==> config.mk <==
export PLATFORM = sky130hd
export DESIGN_NAME = frecip_nr_seq
export DESIGN_NICKNAME = d
export VERILOG_FILES = /design/src/rtl/frecip_nr_seq_pkg.sv /design/src/rtl/frecip_mul_port.sv /design/src/rtl/frecip_nr_seq.sv
export SDC_FILE = /design/constraint.sdc
export NUM_CORES = 1
export LEC_CHECK = 0
export ABC_AREA = 1
export ABC_CLOCK_PERIOD_IN_PS = 3100
export CORE_AREA = 2 2 207 209
export CTS_CLUSTER_SIZE = 25
export DETAILED_ROUTE_END_ITERATION = 10
export DIE_AREA = 0 0 209 211
export MAX_ROUTING_LAYER = met4
export PLACE_DENSITY = 0.71
export SYNTH_ARGS = -nofsm -noshare
export SYNTH_HDL_FRONTEND = slang
export SYNTH_SLANG_ARGS = --single-unit
==> constraint.sdc <==
create_clock -name clk -period 3.1 [get_ports clk]
set_clock_uncertainty 0.2 [all_clocks]
set_input_delay 0.62 -clock clk [delete_from_list [all_inputs] [get_ports clk]]
set_output_delay 0.62 -clock clk [all_outputs]
set_load 0.005 [all_outputs]
==> src/rtl/frecip_nr_seq_pkg.sv <==
// Shared definitions for the Newton-Raphson reciprocal sequencer:
// FSM states, Q2.62 constants and the product slice helper.
package frecip_nr_seq_pkg;

  typedef enum logic [2:0] {
    IDLE,
    TBL,
    M1,
    W1,
    M2,
    W2,
    DONE,
    OUT
  } frecip_st_t;

  localparam logic [63:0] Q62_TWO = 64'h8000_0000_0000_0000;
  localparam logic [2:0] FRECIP_TBL_XTRA = 3'd0;

  // Q4.124 product viewed as Q2.62; the integer bits are kept so
  // that d*x >= 1.0 and x >= 1.0 remain representable.
  function automatic logic [63:0] q62_slice(
    input logic [127:0] p
  );
    return p[125:62];
  endfunction

endpackage

==> src/rtl/frecip_mul_port.sv <==
// Request/grant side of the shared 64x64 multiplier: holds the
// operands stable until grant and qualifies the product pulse.
module frecip_mul_port
  import frecip_nr_seq_pkg::*;
(
  input  logic         clk,
  input  logic         rst,
  input  logic         issue,
  input  logic [63:0]  op_a,
  input  logic [63:0]  op_b,
  input  logic         mul_gnt,
  input  logic         mul_rvalid,
  input  logic [127:0] mul_res,
  output logic         mul_req,
  output logic [63:0]  mul_a,
  output logic [63:0]  mul_b,
  output logic         gnt_fire,
  output logic         rsp_fire,
  output logic [63:0]  rsp_q62
);

  logic pend_q;
  logic unused_res;

  assign gnt_fire = mul_req & mul_gnt;
  assign rsp_fire = pend_q & mul_rvalid;
  assign rsp_q62 = q62_slice(mul_res);
  assign unused_res = ^{mul_res[127:126], mul_res[61:0]};

  always_ff @(posedge clk) begin
    if (rst) begin
      mul_req <= 1'b0;
      pend_q <= 1'b0;
      mul_a <= '0;
      mul_b <= '0;
    end else begin
      if (issue) begin
        mul_req <= 1'b1;
        mul_a <= op_a;
        mul_b <= op_b;
      end else if (gnt_fire) begin
        mul_req <= 1'b0;
      end
      if (gnt_fire) begin
        pend_q <= 1'b1;
      end else if (rsp_fire) begin
        pend_q <= 1'b0;
      end
    end
  end

endmodule

==> src/rtl/frecip_nr_seq.sv <==
// Seeded Newton-Raphson reciprocal mantissa sequencer on a shared
// multiplier. Optional perf_cycles port: define FRECIP_CYCLE_CNT_EN.
module frecip_nr_seq
  import frecip_nr_seq_pkg::*;
#(
  parameter int ITERS = 3,
  parameter int TAGW = 2
) (
  input  logic            clk,
  input  logic            rst,
  input  logic            in_valid,
  output logic            in_ready,
  input  logic [67:0]     in_a,
  output logic            tbl_is_read,
  output logic [2:0]      tbl_xtra,
  output logic [67:0]     tbl_a,
  input  logic [67:0]     tbl_res,
  output logic            mul_req,
  input  logic            mul_gnt,
  output logic [63:0]     mul_a,
  output logic [63:0]     mul_b,
  input  logic            mul_rvalid,
  input  logic [127:0]    mul_res,
  output logic            out_valid,
  input  logic            out_ready,
  output logic [52:0]     out_mant,
  output logic            out_exp_dec,
  output logic [TAGW-1:0] out_tag
`ifdef FRECIP_CYCLE_CNT_EN
  ,
  output logic [31:0]     perf_cycles
`endif
);

  localparam logic [2:0] LAST = 3'(ITERS - 1);

  frecip_st_t  st;
  logic [67:0] a_q;
  logic        zero_q;
  logic [63:0] d_q;
  logic [63:0] x_q;
  logic [2:0]  it_q;

  logic        issue;
  logic [63:0] op_a;
  logic [63:0] op_b;
  logic        gnt_fire;
  logic        rsp_fire;
  logic [63:0] rsp_q62;
  logic [63:0] x0_w;
  logic [63:0] d_w;
  logic [63:0] t_w;
  logic [52:0] res_mant;
  logic        res_dec;
  logic        unused_tbl;

  assign tbl_xtra = FRECIP_TBL_XTRA;
  assign tbl_a = a_q;
  assign x0_w = {3'b001, tbl_res[52:0], 8'b0};
  assign d_w = {2'b01, a_q[52:0], 9'b0};
  assign t_w = Q62_TWO - rsp_q62;
  assign unused_tbl = ^tbl_res[67:53];

  always_comb begin
    issue = 1'b0;
    op_a = d_q;
    op_b = x_q;
    unique case (st)
      TBL: begin
        issue = 1'b1;
        op_a = d_w;
        op_b = x0_w;
      end
      W1: begin
        issue = rsp_fire;
        op_a = x_q;
        op_b = t_w;
      end
      W2: begin
        issue = rsp_fire && (it_q != LAST);
        op_a = d_q;
        op_b = rsp_q62;
      end
      default: ;
    endcase
  end

  // x sits in [0.5, 1.0) normally; its leading 0.5 bit is dropped
  always_comb begin
    res_mant = x_q[60:8];
    res_dec = 1'b1;
    if (zero_q) begin
      res_mant = '0;
      res_dec = 1'b0;
    end else if (|x_q[63:62]) begin
      res_mant = '1;
    end else if (!x_q[61]) begin
      res_mant = '0;
    end
  end

  frecip_mul_port u_mul_port (
    .clk        (clk),
    .rst        (rst),
    .issue      (issue),
    .op_a       (op_a),
    .op_b       (op_b),
    .mul_gnt    (mul_gnt),
    .mul_rvalid (mul_rvalid),
    .mul_res    (mul_res),
    .mul_req    (mul_req),
    .mul_a      (mul_a),
    .mul_b      (mul_b),
    .gnt_fire   (gnt_fire),
    .rsp_fire   (rsp_fire),
    .rsp_q62    (rsp_q62)
  );

  always_ff @(posedge clk) begin
    if (rst) begin
      st <= IDLE;
      in_ready <= 1'b1;
      tbl_is_read <= 1'b0;
      out_valid <= 1'b0;
      out_mant <= '0;
      out_exp_dec <= 1'b0;
      out_tag <= '0;
      it_q <= '0;
      a_q <= '0;
      zero_q <= 1'b0;
      d_q <= '0;
      x_q <= '0;
    end else begin
      unique case (st)
        IDLE: begin
          if (in_valid && in_ready) begin
            a_q <= in_a;
            zero_q <= (in_a[52:0] == '0);
            in_ready <= 1'b0;
            it_q <= '0;
            if (in_a[52:0] == '0) begin
              st <= DONE;
            end else begin
              st <= TBL;
              tbl_is_read <= 1'b1;
            end
          end
        end
        TBL: begin
          tbl_is_read <= 1'b0;
          d_q <= d_w;
          x_q <= x0_w;
          st <= M1;
        end
        M1: if (gnt_fire) st <= W1;
        W1: if (rsp_fire) st <= M2;
        M2: if (gnt_fire) st <= W2;
        W2: begin
          if (rsp_fire) begin
            x_q <= rsp_q62;
            it_q <= it_q + 3'd1;
            st <= (it_q == LAST) ? DONE : M1;
          end
        end
        DONE: begin
          out_mant <= res_mant;
          out_exp_dec <= res_dec;
          out_tag <= a_q[66 +: TAGW];
          out_valid <= 1'b1;
          st <= OUT;
        end
        OUT: begin
          if (out_ready) begin
            out_valid <= 1'b0;
            in_ready <= 1'b1;
            st <= IDLE;
          end
        end
        default: st <= IDLE;
      endcase
    end
  end

`ifdef FRECIP_CYCLE_CNT_EN
  always_ff @(posedge clk) begin
    if (rst) begin
      perf_cycles <= '0;
    end else if (st != IDLE && perf_cycles != '1) begin
      perf_cycles <= perf_cycles + 32'd1;
    end
  end
`endif

endmodule
# Word-level counts from Yosys, hierarchy flattened
# Cells that the tools add are included.
totals:
  in_bits: 270
  elab_cells: 88
  reg_bits: 382
  romBits: 0
  ramBits: 0
  memories: 0
  latch_bits: 0
classes:
  n_mux: 33
  n_shift: 0
  eq_ne: 16
  n_reduce_logical: 19
  n_lt_le_gt_ge: 0
  multipliers: 0
  n_addsub: 2
  n_div: 0
  bitwise_logic: 2
ops:
  columns: ["operator", "n"]
  rows:
  - ["64-bit one-hot mux with 2 select lines", 2]
  - ["64-bit one-hot mux with 3 select lines", 1]
  - ["53-bit two-way mux", 3]
  - ["64-bit two-way mux", 1]
  - ["64-bit subtractor, first input constant", 1]
  - ["53-bit zero test", 1]
  - ["3-bit two-way mux", 10]
  - ["3-bit one-hot mux with 8 select lines", 1]
  - ["2-bit inequality test, second input constant", 7]
  - ["2-bit nonzero test", 7]
  - ["3-bit == test, second input constant", 4]
  - ["1-bit two-way mux", 10]
  - ["3-bit by 2-bit == test with 1-bit output, second input constant", 3]
  - ["3-bit AND reduction", 3]
  - ["1-bit one-hot mux with 2 select lines", 3]
  - ["3-bit one-hot mux with 2 select lines", 1]
  - ["2-bit AND reduction", 3]
  - ["6-bit AND reduction", 1]
  - ["3-bit by 1-bit adder with 3-bit output, second input constant", 1]
  - ["3-bit by 1-bit == test with 1-bit output, second input constant", 1]
  - ["3-bit zero test", 1]
  - ["3-bit by 2-bit inequality test with 1-bit output, second input constant", 1]
  - ["1-bit one-hot mux with 3 select lines", 1]
  - ["1-bit AND", 2]
  - ["other kinds (2)", 3]

# Depth between registers and ports, before layout
# Gate-level depths: netlist (run 1).
depth:
  ltp_word: 4
  ltp_mapped: 12
  mapped_depth_nobuf: 11

# Modules after synthesis
# From an unflattened synthesis (run 1), not the netlist that was laid out.
unflattened:
  hier_cells: 2849
  area_unflattened_um2: 18979.5
modules_own_cells:
  columns: ["mod", "instances", "cells_per_inst", "area_per_inst_um2", "seq_area_each_um2"]
  rows:
  - ["frecip_nr_seq", 1, 2217, 13959.6, 5044.8]
  - ["frecip_mul_port", 1, 632, 5019.8, 2602.5]

# Worst setup path after synthesis (run 1)
# OpenSTA, ideal clock, no wires.
synth_path:
  path_type: "input-to-reg"
  startpoint: "input port mul_res[62]"
  endpoint: "register u_mul_port.mul_b[46]"
  path_slack_ps: 1150
  arrival_time_ps: 1680
  path_buffers: 0
  setup_ps: 70
  stages: 10
  required_time_ps: 2830
  path_cell_list: "inv_1 -> ha_1 -> nand2_2 -> nor2_2 -> nand2_1 -> nor2_1 -> nand2_1 -> nand2_1 -> nand3_1 -> a21oi_1"
synth_via:
  elab_chain_cells: 2
synth_lines:
  columns: ["item", "line_no", "source"]
  rows:
  - ["from (decl)", "frecip_nr_seq.sv:23", "input logic [127:0] mul_res,"]
  - ["64-bit subtractor", "frecip_nr_seq.sv:61", "assign t_w = Q62_TWO - rsp_q62;"]
  - ["64-bit one-hot mux with 3 select lines", "frecip_nr_seq.sv:68", "unique case (st)"]
  - ["to (signal assigned)", "frecip_mul_port.sv:40", "mul_b <= op_b;"]
  - ["to (decl)", "frecip_mul_port.sv:16", "output logic [63:0] mul_b,"]
# No other way between the ends.
# A chain may end at the register's enable or synchronous reset.

# Final worst setup path (run 1)
layout_path:
  startpoint: "register st[1]"
  endpoint: "register x_q[44]"
layout_via:
  elab_chain_cells: 3
  word_cells_on_any_way: 6
  cone_classes: "eq/ne: 3; mux: 1; reduce/logical: 2"
layout_lines:
  columns: ["item", "line_no", "source"]
  rows:
  - ["from (decl)", "frecip_nr_seq.sv:37", "frecip_st_t st;"]
  - ["from (signal assigned)", "frecip_nr_seq.sv:162", "st <= (it_q == LAST) ? DONE : M1;"]
  - ["3-bit == test / 3-bit by 1-bit == test with 1-bit output (equally long branches)", "frecip_nr_seq.sv:134", "unique case (st)"]
  - ["2-bit inequality test (no line) / 2-bit nonzero test (equally long branches)", null, null]
  - ["2-bit AND reduction (no line)", null, null]
  - ["to (signal assigned)", "frecip_nr_seq.sv:152", "x_q <= x0_w;"]
  - ["to (signal assigned)", "frecip_nr_seq.sv:160", "x_q <= rsp_q62;"]
  - ["to (decl)", "frecip_nr_seq.sv:41", "logic [63:0] x_q;"]
# Parallel ways exist; a longest one is shown, timed or not.

==> metrics.md, run 1 <==
| Metric | Value |
|---|---|
| Final HPWL DP | 52120 um |
| Post-synth EDFFs | 0 |
| Worst-Skew Late Latency | 590 ps |
| Peak VDD IR | approximately 0.44 mV |
| # DRC | 0 |
| Synth top cells by count | nand2_1, dfxtp_1, nor2_1 |
| Mean Syn Cell Area | 6.990 sq um |
| Fillers | 3947 |
| Crit-path cells | inv_1 -> ha_1 -> inv_2 -> nor2_8 -> clkinv_2 -> nand2_2 -> inv_2 -> buf_12 -> a211oi_1 -> buf_4 -> a211oi_1 |
| WS Path Type | register to register |
| TritonCTS clock tree | built |
| Lkg Pwr | 8.855 nW |
| RD Place Congestion | 0.9761 |
| Power per cell area | 856.7 nW/um^2 |
| Ant. Diodes | 0 |
| Synth Warn # | 0 |
| Top cells by area, synth | dfxtp_1, nand2_1, a21oi_1, o21ai_0, nor2_1 |
| 1st-pass router iterations | 6 |
| Fin crit period | 2511 ps |
| Synthesized cell area | between 15000 and 20000 sq um |
| Fin util | 57.94% |
| Status | completed |
| Die ar. | 44100 sq um |
| Post-synthesis compound-gate area fraction | 25.37% |
| Sequential share of the synthesized area | 43.09% |
| Yosys top cell by area | dfxtp_1 |
| Mapped Cells | approximately 2.5k |
| CTS Hold Buffers Added | 0 |
| First-pass GRT wire length | ~110000 um |
| Min-Delay Path Class | register to register |
| Async SR Flop Fraction | 0% |
| Sw frac | a little under two fifths |
| Fin area | 24190 sq um |
| Final std cells w/o fill | 3502 |
| Rows | 75 |
| Iter 0 DRT Violations | 1693 |
| Top_reg_cell synth | dfxtp_1 |
| Power Internal | 12.79 mW |
| Global Route Usage Sum | about a third |
| Post-Synth Simple-Gate Area | 21.79% |
| Post-CTS Setup Bufs | 0 |
| Vias in the first global route | 18.41k |
| PnR worst setup slack | ~590 ps |
| Xor/xnor share of the synthesized area | 0% |
| Maximum fanout along the worst path | 49 |
| Nets | 3211 |
| Slowest stage delay, CP | 400 ps |
| Critical Path RT | 3330 ps |
| Power share of the clock group | 24.6% |
| RSZ-0062 raised after global routing | no |
| Crit-path slowest cell | a211oi_1 |
| Initial Util | 42.50% |
| Final Hold Fails | 0 |
| Post-synthesis mux area share | 0% |
| Clock buffer depth | 3 |
| Crit share post-route | 81.00% |
| Most frequent cell after synthesis | nand2_1 |
| Share of layout cells above drive strength 1 | 5.805% |
| Largest family of logic cells by synthesized area | compound AO/OA/AOI/OAI gates |
| Register bit count reported by yosys | 382 |
| Placed Area | 22820 sq um |
| CTS Sinks | 382 |
| Die width | 209 um |
| P_sw | between 7 and 8 mW |
| Crit end category | register |
| Pre-CTS setup slack | ~140 ps |
| DR WL/cell | 20.61 um |
| ANT nets after route | 0 |
| CP Launch Type | register |
| Library cells used by synthesis | 34 |
| Setup tns final | 0 ps |
| Core Region | between 40000 and 50000 sq um |
| Wirelength, routed | slightly above 70000 um |
| Arr. time, crit path | 2740 ps |
| Vias per cell | 5.515 |
| Relative slew slack | 27.27% |
| Share of the synthesized area in the top cell type | 43.09% |
| Slew Limit Fails | 0 |
| IO Port Bufs | 446 |
| Vias | 19.31k |
| Synth-to-Final Area Change | 36.31% |
| Power share of the sequential group | 35.9% |
| Grt total ovfl | 0 |
| Logic pwr share | 39.5% |
| CTS HTree Levels | 2 |
| I/O pin count | 529 |
| Worst-Margin Slew | 1090 ps |
| Clock transition at the registers of the reported paths | 60 ps |
| Die height | approximately 210 um |
| Adder-cell share of the synthesized area | 0.4935% |
| Post-CTS sizing | 0 |
| Max Freq | ~400 MHz |
| Setup violations, final | 0 |
| Initial antenna violation count | 0 |
| Total CTS buffers | 42 |
| Number of max-cap violations | 0 |
| CTS root buffer | clkbuf_16 |
| Largest net degree at the start of global routing | 181 |
| Dpl cells | 3429 |
-- metal layers --
layer  track usage (%)  share of wire (%)  vias up
met5                 -                  0        -
met3             4.252                6.5      161
met2             54.34                 48      782
met1             39.82                 41     9102
met4             14.61                4.6        0
li1                  -                  -     9267
-- per-stage QoR --
stage	hold WS, ps	power [mW]
6_report	255.1	20.73
3_5_place_dp	248.6	15.61
5_1_grt	273.7	21.80
2_1_floorplan	235.9	11.31
4_1_cts	258.1	20.76
3_3_place_gp	242.7	15.48
-- logic make-up after synthesis --
group | Yosys count
and+or+nand+nor | 966
AOI/OAI and AO/OA | 790
buffers and inverters | 393
DFF | 382
adders and majority gates | 7
other | 1
-- worst max-delay path, delay by kind of cell (launching register included) --
| family | cells | cell delay, ps |
|---|---|---|
| AOI/OAI and AO/OA | 2 | 440 |
| DFF | 1 | 340 |
| and+or+nand+nor | 2 | 210 |
| buffers and inverters | 6 | 960 |
| adders and majority gates | 1 | 200 |
-- cell usage in the layout, fill, tap and decap left out, types with 11 or more instances in the layout --
cell / Yosys / layout
inv_1: 218 / 217
a31oi_1: 19 / 19
a211oi_1: 127 / 127
a221oi_1: 38 / 38
a21oi_1: 304 / 304
nand2_1: 507 / 505
dfxtp_1: 382 / 382
clkdlybuf4s50_1: 0 / 445
clkbuf_1: 92 / 11
nand3_1: 98 / 98
nor2_1: 331 / 329
o21ai_0: 282 / 282
clkbuf_16: 0 / 42
buf_4: 10 / 60
buf_12: 0 / 11
-- power by group through the flow --
stage | Clock (mW) | Sequential [mW] | Combinational [mW]
final | 5.10 | 7.45 | 8.18
after global placement | 0 | 7.49 | 7.99
after CTS | 5.16 | 7.44 | 8.16
after floorplan | 0 | 7.14 | 4.17
after global routing | 5.35 | 7.56 | 8.89
after detailed placement | 0 | 7.51 | 8.11
-- path summary, 6_finish.rpt --
path	startpoint	endpoint	slack, ps	cells past startpoint
setup / recovery	st[1]	x_q[44]	590	11
hold reg to reg	d_q[62]	d_q[62]	260	2
setup reg to reg	st[1]	x_q[44]	590	11
hold / removal	d_q[62]	d_q[62]	260	2
-- final cells by class --
class                           count  area (sq um)  share of cell area [%]
Clock buffer                       59          1175                   4.856
Clock inverter                     14         198.9                  0.8223
Inverter                          225         849.6                   3.512
Multi-Input combinational cell   1766          8512                   35.18
Sequential cell                   382          7647                   31.61
Tap cell                          539         674.4                   2.788
Timing Repair Buffer              517          5136                   21.23
-- state kept, by name (all words and copies together), names as in the netlist, 2 cells and up --
register / count
it_q: 3
out_tag: 2
u_mul_port.mul_a: 64
out_mant: 53
x_q: 64
st: 3
u_mul_port.mul_b: 64
tbl_a: 68
d_q: 54
(Power assumes the default switching activity.)
==> run 2, diff against run 1 <==
--- a/config.mk
+++ b/config.mk
@@ -6,13 +6,13 @@
 export NUM_CORES = 1
 export LEC_CHECK = 0
 export ABC_AREA = 1
-export ABC_CLOCK_PERIOD_IN_PS = 3100
-export CORE_AREA = 2 2 207 209
+export ABC_CLOCK_PERIOD_IN_PS = 2000
+export CORE_MARGIN = 1.5
+export CORE_UTILIZATION = 43
 export CTS_CLUSTER_SIZE = 25
 export DETAILED_ROUTE_END_ITERATION = 10
-export DIE_AREA = 0 0 209 211
 export MAX_ROUTING_LAYER = met4
-export PLACE_DENSITY = 0.71
+export PLACE_DENSITY = 0.75
 export SYNTH_ARGS = -nofsm -noshare
 export SYNTH_HDL_FRONTEND = slang
 export SYNTH_SLANG_ARGS = --single-unit
==> constraint.sdc (replaced) <==
create_clock -name clk -period 2 [get_ports clk]
set_clock_uncertainty 0.2 [all_clocks]
set_input_delay 0.4 -clock clk [delete_from_list [all_inputs] [get_ports clk]]
set_output_delay 0.4 -clock clk [all_outputs]
set_load 0.005 [all_outputs]
==> run 2 against run 1 <==
Compared with the run above:
- the run now ends with negative setup slack left
- hold slack worse by 210 ps
- sequential share of layout area is 4.7 points lower
- clock power is 70% higher
- largest power group unchanged
- setup slack worse by 650 ps
- critical path depth is 1 lower
- wire length is 18% higher
- clock-buffer cell count is 7 lower
- global-route usage is 6.1 points higher
- register-to-register slack worse by 650 ps
- non-clock buffer count is 274 higher
==> metrics.md, run 2 (synthesized netlist as in run 1, its figures left out) <==
| Metric | Value |
|---|---|
| Setup violations, final | 92 |
| TritonCTS clock tree | built |
| GR Util met2 | between 60% and 70% |
| Crit-path cells | buf_4 -> ha_4 -> nand2_4 -> clkinv_4 -> buf_6 -> buf_12 -> nor2_4 -> buf_12 -> a221oi_1 -> a21oi_1 |
| Slew Limit Fails | 0 |
| Peak VDD IR | 0.8675 mV |
| Commonest non-fill, non-tap cell in the layout | nand2_1 |
| Worst hold slack | between 40 and 50 ps |
| Crit-path slowest cell | dfxtp_2 |
| Min-Delay Path Class | input port to register |
| # DRC | 0 |
| Lkg Pwr | 12.05 nW |
| CTS Hold Buffers Added | 0 |
| Dpl cells | between 3k and 4k |
| Busiest layer in global routing | met2 |
| 1st-pass router iterations | 7 |
| Power share of the clock group | 21.5% |
| Fin crit period | 2064 ps |
| Worst-Skew Late Latency | between 500 and 600 ps |
| RD Place Congestion | 1.018 |
| RR Endpoint | u_mul_port.mul_a[56] |
| Final Hold Fails | 0 |
| Sw frac | 39.91% |
| Crit end category | register |
| IO Port Bufs | 446 |
| Rows | 74 |
| Register-to-register setup slack | -60 ps |
| Relative slew slack | a little under three fifths |
| CTS root buffer | clkbuf_16 |
| Cell seen most often among critical-path stages | buf_12 |
| P_sw | 16.08 mW |
| Die height | 206.2 um |
| Met3 GRT Util | 6.213% |
| Logic pwr share | 49.1% |
| WS Path Type | register to register |
| Wirelength, routed | 84930 um |
| Fillers | 3305 |
| Power Internal | 24.21 mW |
| Vias | 21.50k |
| Max reg flops | 68 |
| Share of layout cells above drive strength 1 | 24.53% |
| Grt total ovfl | 0 |
| Global Route Usage Sum | 38.78% |
| Status | finished, violations left |
| Critical Path RT | 2310 ps |
| Reg2reg start | st[1] |
| Power per cell area | approximately 1400 nW/um^2 |
| PnR worst setup slack | -63.76 ps |
| Maximum fanout along the worst path | 18 |
| Fin util | just over 70% |
| Core Region | around 41000 sq um |
| Synth-to-Final Area Change | 62.44% |
| Hold endpoint | u_mul_port.mul_a[56] |
| Critical path's top delay family | buffers and inverters |
| Clock buffer depth | 3 |
| CP Launch Type | register |
| Arr. time, crit path | roughly 2400 ps |
| Crit share post-route | 103.2% |
| CP bufs+invs | 5 |
| Total CTS buffers | roughly 40 |
| DR WL/cell | 22.50 um |
| Iter 0 DRT Violations | 2170 |
| Met1 usage | 47.58% |
| Worst-Margin Slew | 648.3 ps |
| RSZ-0062 raised after global routing | yes |
| Initial antenna violation count | 0 |
| Total power | 40.29 mW |
| Largest net degree at the start of global routing | between 100 and 150 |
| Failing checks | negative setup slack |
| HP Start | rst |
| First-pass GRT wire length | 121300 um |
| Initial Util | 43.57% |
| Die width | 206.2 um |
| Slowest stage delay, CP | 330 ps |
| Die ar. | 42500 sq um |
| ANT nets after route | 0 |
| Max Freq | 484.6 MHz |
| Worst Reg2Reg Path Length in Cells | 10 |
| Final std cells w/o fill | ~3.8k |
| Commonest non-fill, non-tap cells in the layout | nand2_1, dfxtp_1, nor2_1 |
| CTS Sinks | roughly 380 |
| Nets | approximately 3.5k |
| Vias in the first global route | 20.30k |
| Power share of the sequential group | between 20% and 30% |
| Clock transition at the registers of the reported paths | 60 ps |
| Final HPWL DP | roughly 56000 um |
| CTS HTree Levels | 2 |
| I/O pin count | between 500 and 600 |
| Vias per cell | 5.696 |
| Hold Path Depth | 4 |
| Number of max-cap violations | 0 |
[run 2: changes by cell type in the layout (fill, tap and decap cells not counted), sizes merged, moves of 2 or more]
cell	change
inv	-2
clkinv	+2
clkdlybuf4s50	-257
clkinvlp	+5
buf	+266
bufinv	+5
dlygate4sd2	+256
[run 2: layout make-up]
type,count,area (sq um),area share [%]
timing repair inverter,1,11.26,0.03906
timing repair buffer,791,7988,27.71
sequential,382,7751,26.89
tap,532,665.6,2.309
multi-input combinational,1767,9978,34.61
clock inverter,23,381.6,1.324
inverter,225,894.6,3.103
clock buffer,52,1157,4.014
antenna,1,2.502,0.008680
[run 2: through the flow]
step                      instance area, sq um  setup slack [ps]  setup TNS, ps
after CTS                                27970            -111.9          -4322
after detailed placement                 24720            -549.5         -62670
after global placement                   24720            -568.2         -60520
after floorplan                          17760             67.42              0
after global routing                     28830            -139.8         -11870
final                                    28830            -63.76          -2612
[run 2: worst max-delay path by stage]
stage	cells after the start	slack [ps]	startpoint	endpoint
4_1_cts	13	-110	st[1]	u_mul_port.mul_b[0]
6_report	10	-60	st[1]	u_mul_port.mul_a[56]
5_1_grt	12	-140	st[1]	u_mul_port.mul_b[28]
3_5_place_dp	10	-550	mul_res[71]	u_mul_port.mul_b[41]
3_3_place_gp	8	-570	mul_res[71]	u_mul_port.mul_b[33]
2_1_floorplan	10	70	st[1]	u_mul_port.mul_a[49]
[run 2: what timing repair did]
item | 4_1_cts | 5_1_grt
endpoints found under the setup margin | 460 | 273
pin swaps | 15 | 25
gates cloned | 26 | 11
resized for setup | 634 | 189
buffers inserted | 32 | 8
[run 2: power groups by stage]
| stage | sequential, mW | combinational, mW | clock, mW |
|---|---|---|---|
| after global placement | 11.5 | 13.8 | 0 |
| final | 11.8 | 19.8 | 8.67 |
| after detailed placement | 11.6 | 14.0 | 0 |
| after CTS | 11.7 | 17.7 | 8.70 |
| after floorplan | 11.1 | 6.46 | 0 |
| after global routing | 12.0 | 20.8 | 9.01 |
[run 2: per-layer routing]
layer	part of all wire [%]	vias up
met3	8.5	303
met4	6.3	0
met5	0	-
met1	40	10111
li1	-	9857
met2	46	1227
[run 2: worst min-delay path: cells and delay by family]
kind	cells	cell delay, ps
buf+inv	2	250
compound gates	2	150
==> run 3, diff against run 2 <==
--- a/config.mk
+++ b/config.mk
@@ -8,11 +8,12 @@
 export ABC_AREA = 1
 export ABC_CLOCK_PERIOD_IN_PS = 2000
 export CORE_MARGIN = 1.5
-export CORE_UTILIZATION = 43
+export CORE_UTILIZATION = 44
+export CTS_BUF_LIST = sky130_fd_sc_hd__clkbuf_4
 export CTS_CLUSTER_SIZE = 25
 export DETAILED_ROUTE_END_ITERATION = 10
 export MAX_ROUTING_LAYER = met4
-export PLACE_DENSITY = 0.75
+export PLACE_DENSITY = 0.78
 export SYNTH_ARGS = -nofsm -noshare
 export SYNTH_HDL_FRONTEND = slang
 export SYNTH_SLANG_ARGS = --single-unit
==> run 3 against run 2 <==
Compared with the run above:
- non-clock buffer count grew 17
- the flow still finishes with violations (negative setup slack)
- critical endpoint is now u_mul_port.mul_a[18]
- sequential share of layout area up 3.0 points
- clock-buffer cell count up 85
==> metrics.md, run 3 (synthesized netlist as in run 1, its figures left out) <==
| Metric | Value |
|---|---|
| Vias | 21.43k |
| Clock transition at the registers of the reported paths | 70 ps |
| Area of the multi-input gates | 9066 sq um |
| I/O pin count | 529 |
| Clock buffer depth | 3 |
| Min-Delay Path Class | input port to register |
| Setup violations, final | 15 |
| Worst hold slack | roughly 58 ps |
| Arr. time, crit path | between 2000 and 3000 ps |
| Initial antenna violation count | 1 |
| Max Freq | 489.5 MHz |
| RD Place Congestion | 0.9919 |
| Core Region | between 30000 and 40000 sq um |
| Status | finished, violations left |
| Worst-Skew Late Latency | 830 ps |
| PnR worst setup slack | -43.02 ps |
| RSZ-0062 raised after global routing | yes |
| 1st-pass router iterations | 5 |
| Number of max-cap violations | 0 |
| Wirelength, routed | 79700 um |
| Commonest non-fill, non-tap cell in the layout | nand2_1 |
| Synth-to-Final Area Change | 50.00% |
| DR WL/cell | 20.59 um |
| Initial Util | roughly 45% |
| Vias in the first global route | 20.36k |
| Nets | ~3.6k |
| FF/Latch Area | approximately 8000 sq um |
| Vias per cell | ~5.5 |
| Fillers | 3449 |
| Crit share post-route | 102.2% |
| Crit end category | register |
| Register-to-register setup slack | -40 ps |
| Grt total ovfl | 0 |
| CTS root buffer | clkbuf_4 |
| # DRC | 0 |
| ANT nets after route | 0 |
| Slew Limit Fails | 0 |
| Relative slew slack | between 50 and 60% |
| Maximum fanout along the worst path | 26 |
| Critical Path RT | ~2500 ps |
| TritonCTS clock tree | built |
| Max reg flops | 68 |
| Share of layout cells above drive strength 1 | roughly 31% |
| Fin crit period | 2043 ps |
| Peak VDD IR | 0.7200 mV |
| WS Path Type | register to register |
| Rows | 73 |
| Iter 0 DRT Violations | 1895 |
| Worst-Margin Slew | slightly above 600 ps |
| Die width | 203.8 um |
| Total CTS buffers | 100 |
| Commonest non-fill, non-tap cells in the layout | nand2_1, nor2_1, a21oi_1 |
| First-pass GRT wire length | 117800 um |
| CTS Sinks | roughly 380 |
| Die height | 203.8 um |
| Crit-path slowest cell | dfxtp_4 |
| Lkg Pwr | around 11 nW |
| Failing checks | negative setup slack |
| Pre-CTS setup slack | -538.2 ps |
| CP Launch Type | register |
| Final Hold Fails | 0 |
| Fin util | between 60% and 70% |
| IO Port Bufs | 446 |
| Final HPWL DP | 56660 um |
| Slowest stage delay, CP | around 370 ps |
| Largest net degree at the start of global routing | 76 |
| Die ar. | between 40000 and 50000 sq um |
| Global Route Usage Sum | 37.89% |
| Power per cell area | roughly 1300 nW/um^2 |
| CTS HTree Levels | 3 |
| Crit-path cells | ha_4 -> inv_4 -> nor2_8 -> inv_4 -> buf_12 -> nand3_4 -> buf_8 -> buf_12 -> o21ai_0 -> a21oi_1 |
run 3: cell types whose count changed in the layout (fill, tap and decap cells not counted), moves of 47 or more:
cell,previous run,this run
a211oi_1,23,70
buf_2,0,191
clkbuf_4,0,137
dfxtp_1,311,167
dfxtp_2,65,204
dlygate4sd2_1,256,0
o21ai_0,192,250
o21ai_2,65,13
run 3: power breakdown:
part           switching (mW)  internal (mW)  leakage (nW)
sequential               1.65           10.1          3.22
clock                    3.41           3.17         0.695
combinational            8.72           6.45          7.13
run 3: final cells by class:
type | count | area share (%)
Antenna cell | 1 | 0.009399
Multi-Input combinational cell | 1766 | 34.05
Inverter | 225 | 3.276
Timing Repair Buffer | 808 | 25.92
Sequential cell | 382 | 29.84
Clock inverter | 27 | 0.5687
Clock buffer | 137 | 3.863
Tap cell | 525 | 2.467
run 3: metrics by stage:
stage | TNS, ps | power [mW] | std cells | area (sq um)
2_1_floorplan | 0 | 17.54 | 2541 | 17760
3_3_place_gp | -56190 | 25.49 | 3626 | 24650
3_5_place_dp | -60740 | 25.73 | 3626 | 24650
4_1_cts | -17.63 | 32.33 | 3863 | 26130
5_1_grt | -4050 | 35.19 | 3871 | 26620
6_report | -182.6 | 33.54 | 3871 | 26620
run 3: path summary, 6_finish.rpt:
check | startpoint | cells past startpoint | to
worst min register to register | out_mant[49] | 2 | out_mant[49]
worst max register to register | st[0] | 10 | u_mul_port.mul_a[18]
worst min-delay path | in_a[43] | 3 | tbl_a[43]
worst max-delay path | st[0] | 10 | u_mul_port.mul_a[18]
run 3: repair_timing:
action                                  in CTS  in global routing
pin swaps                                    5                  7
gates cloned                                 3                  2
buffers inserted                            26                  7
hold endpoints to repair                   160                  0
endpoints found under the setup margin     466                183
hold buffers                                46                  0
gates resized for setup                   1185                141
run 3: per-layer routing:
metal	vias up	wire (um)	track usage, %
met5	-	0	-
met4	0	4562	20.69
met3	252	5667	5.309
met2	1039	37710	60.60
met1	10111	31760	46.15
li1	10028	-	-
run 3: worst max-delay path, delay by kind of cell, from the launching register on:
family | cells | cell delay, ps
buffers and inverters | 5 | 600
AO/OA/AOI/OAI | 2 | 280
AND/OR/NAND/NOR | 2 | 240
adder cells (fa/ha/maj) | 1 | 210
flip-flops | 1 | 370
